<file path="config.mk">
export PLATFORM = sky130hd
export DESIGN_NAME = approx_arbiter
export DESIGN_NICKNAME = d
export VERILOG_FILES = /design/src/rtl/approx_arbiter.sv
export SDC_FILE = /design/constraint.sdc
export NUM_CORES = 1
export LEC_CHECK = 0
export ABC_AREA = 0
export BUFFER_PORTS_ARGS = -buffer_cell sky130_fd_sc_hd__buf_4
export CORE_UTILIZATION = 25
export CTS_CLUSTER_SIZE = 14
export DETAILED_ROUTE_END_ITERATION = 7
export RECOVER_POWER = 25
export SYNTH_ARGS = -nofsm -noshare
export SYNTH_HDL_FRONTEND = slang
export SYNTH_SLANG_ARGS = --single-unit
</file>
<file path="constraint.sdc">
create_clock -name clk -period 2.32 [get_ports clk]
set_input_delay 0.116 -clock clk [delete_from_list [all_inputs] [get_ports clk]]
set_output_delay 0.116 -clock clk [all_outputs]
set_load 0.02 [all_outputs]
</file>
<file path="src/rtl/approx_arbiter.sv">
// Two-requester front end for a shared approximation core: round-robin grant,
// operand latching, result routing back to the owner and a WAIT-state watchdog.
module approx_arbiter #(
    parameter int TIMEOUT_CYC = 64,
    parameter int CNT_W       = 8
) (
    input  logic        clk,
    input  logic        rst,
    input  logic        req0_i,
    input  logic        req1_i,
    input  logic [15:0] x0_i,
    input  logic [15:0] x1_i,
    input  logic [2:0]  nIt0_i,
    input  logic [2:0]  nIt1_i,
    output logic        ack0_o,
    output logic        ack1_o,
    output logic        valid0_o,
    output logic        valid1_o,
    output logic [16:0] y0_o,
    output logic [16:0] y1_o,
    output logic        err0_o,
    output logic        err1_o,
    output logic        busy_o,
    output logic        core_start_o,
    output logic [15:0] core_x_o,
    output logic [2:0]  core_nIt_o,
    input  logic        core_busy_i,
    input  logic        core_valid_i,
    input  logic [16:0] core_y_i
);

    typedef enum logic [1:0] {IDLE, ISSUE, WAIT} state_t;

    state_t      state, state_next;
    logic [CNT_W-1:0] cnt, cnt_next;
    logic        owner, owner_next;
    logic        last, last_next;
    logic        grant_sel;
    logic        timeout;

    logic        ack0_next, ack1_next, start_next;
    logic        valid0_next, valid1_next, err0_next, err1_next;
    logic [16:0] y0_next, y1_next;
    logic [15:0] core_x_next;
    logic [2:0]  core_nIt_next;

    // With both requesting, the one not granted last wins; otherwise the lone requester.
    assign grant_sel = (req0_i && req1_i) ? ~last : req1_i;
    // Last WAIT cycle: the counter would reach TIMEOUT_CYC on this edge.
    assign timeout   = (cnt == CNT_W'(TIMEOUT_CYC - 1));

    always_comb begin
        state_next    = state;
        cnt_next      = cnt;
        owner_next    = owner;
        last_next     = last;
        ack0_next     = 1'b0;
        ack1_next     = 1'b0;
        start_next    = 1'b0;
        valid0_next   = 1'b0;
        valid1_next   = 1'b0;
        err0_next     = 1'b0;
        err1_next     = 1'b0;
        y0_next       = y0_o;
        y1_next       = y1_o;
        core_x_next   = core_x_o;
        core_nIt_next = core_nIt_o;

        unique case (state)
            IDLE: begin
                if (!core_busy_i && (req0_i || req1_i)) begin
                    state_next = ISSUE;
                    owner_next = grant_sel;
                    last_next  = grant_sel;
                    start_next = 1'b1;
                    if (grant_sel) begin
                        ack1_next     = 1'b1;
                        core_x_next   = x1_i;
                        core_nIt_next = nIt1_i;
                    end else begin
                        ack0_next     = 1'b1;
                        core_x_next   = x0_i;
                        core_nIt_next = nIt0_i;
                    end
                end
            end
            ISSUE: begin
                state_next = WAIT;
                cnt_next   = '0;
            end
            WAIT: begin
                // A result arriving in the timeout cycle takes precedence over the abort.
                if (core_valid_i) begin
                    state_next = IDLE;
                    if (owner) begin
                        y1_next     = core_y_i;
                        valid1_next = 1'b1;
                    end else begin
                        y0_next     = core_y_i;
                        valid0_next = 1'b1;
                    end
                end else if (timeout) begin
                    state_next = IDLE;
                    if (owner) err1_next = 1'b1;
                    else       err0_next = 1'b1;
                end else begin
                    cnt_next = cnt + CNT_W'(1);
                end
            end
            default: state_next = IDLE;
        endcase
    end

    always_ff @(posedge clk or negedge rst) begin
        if (!rst) begin
            state        <= IDLE;
            cnt          <= '0;
            owner        <= 1'b0;
            last         <= 1'b1;
            ack0_o       <= 1'b0;
            ack1_o       <= 1'b0;
            core_start_o <= 1'b0;
            valid0_o     <= 1'b0;
            valid1_o     <= 1'b0;
            err0_o       <= 1'b0;
            err1_o       <= 1'b0;
            busy_o       <= 1'b0;
            y0_o         <= '0;
            y1_o         <= '0;
            core_x_o     <= '0;
            core_nIt_o   <= '0;
        end else begin
            state        <= state_next;
            cnt          <= cnt_next;
            owner        <= owner_next;
            last         <= last_next;
            ack0_o       <= ack0_next;
            ack1_o       <= ack1_next;
            core_start_o <= start_next;
            valid0_o     <= valid0_next;
            valid1_o     <= valid1_next;
            err0_o       <= err0_next;
            err1_o       <= err1_next;
            busy_o       <= (state_next != IDLE);
            y0_o         <= y0_next;
            y1_o         <= y1_next;
            core_x_o     <= core_x_next;
            core_nIt_o   <= core_nIt_next;
        end
    end

endmodule
</file>
==> metrics.md <==
| Metric | Value |
|---|---|
| Die Span X | `115 µm` |
| Routed WL | `6760 µm` |
| Async S/R FF share, synth | `100%` |
| Critical path launch point type | `flip-flop` |
| Status | `finished, final reports clean` |
| Share of layout cells above drive strength 1 | `40.8%` |
| Fin cells | `533` |
| Syn avg cell area | `13.5 µm²` |
| Syn Nets | `296` |
| Standard-cell rows | `40` |
| Lkg Pwr | `2.03 nW` |
| Finished Cell Area | `4330 µm²` |
| Largest net degree at the start of global routing | `74` |
| Routed Antenna Nets | `0` |
| Max Freq | `0.574 GHz` |
| Vias in the first global route | `2,221` |
| Io pins | `122` |
| Post-synthesis cell area | `3170 µm²` |
| Antenna violations before repair | `0` |
| GRT Total Usage | `11.0%` |
| XOR/XNOR Fraction of Synth Area | `0%` |
| Crit end category | `flip-flop` |
| RR Startpoint | `state[0]` |
| Ys flop type | `dfrtp_1` |
| CP max stage delay | `0.71 ns` |
| Tcrit/Tclk final | `75.1%` |
| CTS tree | `done` |
| First-pass GRT wire length | `11,000 µm` |
| Setup TNS | `0 ns` |
| Mux cell area share after synthesis | `19.8%` |
| Synth Instances | `234` |
| First-pass DRT Iterations | `4` |
| Placed cell area | `4220 µm²` |
| CP Class | `reg -> reg` |
| Fillers | `1,245` |
| Clock Latency Late Sink | `0.33 ns` |
| WP data arrival | `2.02 ns` |
| Worst-path clk slew | `0.06 ns` |
| Crit path time final | `1.74 ns` |
| CP startpoint | `state[0]` |
| Chip height | `115 µm` |
| H-tree depth | `3` |
| DP Wirelength | `4740 µm` |
| Most common cell after layout, fill and taps aside | `buf_4` |
| Routability congestion estimate | `0.755` |
| Post-synth EDFFs | `0` |
| Slowest stage cell, crit path | `or4_2` |
| Largest family of logic cells by synthesized area | `multiplexers` |
| Die area | `13,100 µm²` |
| Final setup vio count | `0` |
| Worst EP required | `2.59 ns` |
| # clock sinks | `73` |
| Worst-margin pin slew | `0.920 ns` |
| Fin. max-slew vios | `0` |
| WL/cell | `12.7 µm` |
| Reg2reg setup slack | `0.58 ns` |
| Slew headroom | `38.7%` |
| Total CTS buffers | `9` |
| Port Buffers | `121` |
| Adder-Cell Fraction of Synth Area | `0.395%` |
| Core Area | `12,200 µm²` |
| Worst min-delay path class | `in -> reg` |
| Most frequent cells in the layout | `buf_4 (73), dfrtp_1 (72), clkbuf_1 (53)` |
| Fin Hold WS | `0.0298 ns` |
| Area Overhead vs Synth | `36.7%` |
| Worst Path Max Fanout | `44` |
| Synth Area in Compound Gates | `8.33%` |
| Hold Vio Cnt, Final | `0` |
| Via-per-instance ratio | `4.30` |
| DRC | `0` |
| Clock root cell | `clkbuf_16` |
| Vias | `2,294` |
| Post-Synth Simple-Gate Area | `9.63%` |
| RSZ-0062 raised after global routing | `false` |
| Skew final | `0.00678 ns` |
| Worst vdd ir | `0.362 mV` |
| CTS max path bufs | `2` |
| Synth unique cells | `43` |
| Worst path cell trace | `or4_2, buf_12, clkinv_2, and2_4, a21o_1` |
| Iteration-0 DRC count of the detailed router | `146` |
| Ant. Diodes | `0` |
| PD cells | `1230 nW/µm²` |
| Grt ovf | `0` |
| Worst hold start | `core_y_i[10]` |
| Synth Register Bits | `73` |
| Inst Count DP | `516` |
| Max-cap check violation count | `0` |
| YS warnings | `0` |
| CTS resizes | `0` |
| Final nets | `422` |
| Initial Util | `26.1%` |
| Seq/Total Area, Yosys | `57.7%` |
-- metrics by stage --
| step | total power, mW | worst slack [ns] | util [%] |
|---|---|---|---|
| 6_report | 5.32 | 0.578 | 35.6 |
| 5_1_grt | 5.66 | 0.487 | 35.6 |
| 4_1_cts | 5.73 | 0.565 | 37.2 |
| 3_5_place_dp | 4.32 | 0.597 | 34.7 |
| 3_3_place_gp | 4.29 | 0.623 | 34.7 |
| 2_1_floorplan | 3.36 | 0.831 | - |
-- cells in the mapped netlist (2+ instances only) --
cell type  count  area, µm²
buf_2          3       15.0
mux2_4         9        135
inv_1          4       15.0
buf_6          7       78.8
o21ai_2       18        158
nor2_1         4       15.0
a21o_1         2       15.0
mux2i_1       21        210
mux2_2        25        282
nor4_1         2       12.5
nand2_1       26       97.6
nand3_1        7       35.0
nor3_1         2       10.0
dfrtp_1       72       1800
o21ai_1        2       10.0
a21oi_1        3       15.0
-- cell type report --
| type | instances | area, µm² | share of cell area (%) |
|---|---|---|---|
| flip-flops and latches | 73 | 1830 | 42.2 |
| well taps | 168 | 210 | 4.85 |
| clock inverters | 4 | 45.0 | 1.04 |
| clock buffers | 12 | 246 | 5.69 |
| repair buffers | 126 | 769 | 17.8 |
| multi-input cells | 145 | 1210 | 28.0 |
| inverters | 5 | 20.0 | 0.462 |
-- critical path: cells and delay by family (launching register included) --
| kind | cells | cell delay [ns] |
|---|---|---|
| buffers and inverters | 2 | 0.29 |
| DFF | 1 | 0.46 |
| AOI/OAI and AO/OA | 1 | 0.08 |
| and+or+nand+nor | 2 | 0.85 |
-- path summary, 6_finish.rpt --
path                            endpoint  depth (start not counted)
min                             y0_o[10]                          2
max reg2reg                         last                          5
max                                 last                          5
max in group asynchronous  core_nIt_o[1]                          2
min in group asynchronous        y1_o[8]                          2
min reg2reg                 core_x_o[11]                          2
-- flip-flops by register name, summed over array words and instances (netlist names), 2 cells and up --
name and count:
y0_o 17, state 2, core_nIt_o 3, core_x_o 16, y1_o 17, cnt 8
-- repair_timing --
action                                 in CTS  in global routing
setup endpoints to repair                   0                  0
buffers inserted                            0                  0
endpoints found under the hold margin      72                  0
hold buffers                                1                  0
-- logic make-up (layout without fill, tap and decap cells) --
logic type / count (synthesis) / after routing
AO/OA/AOI/OAI: 33 / 33
buffers and inverters: 16 / 147
flip-flops: 73 / 73
multiplexers: 55 / 55
AND/OR/NAND/NOR: 56 / 56
adder cells (fa/ha/maj): 1 / 1
-- routing by layer --
metal / GRT usage [%] / routed length [µm]
met5: 0 / 0
met2: 17.3 / 3140
met4: 4.68 / 102
met3: 4.34 / 522
met1: 13.5 / 3000
-- where the power goes --
| part | total (mW) | switching, mW | internal, mW |
|---|---|---|---|
| Sequential | 2.04 | 0.276 | 1.77 |
| Combinational | 1.92 | 1.13 | 0.783 |
| Clock | 1.36 | 0.500 | 0.856 |
No activity file was read; power rests on OpenSTA's default activity.
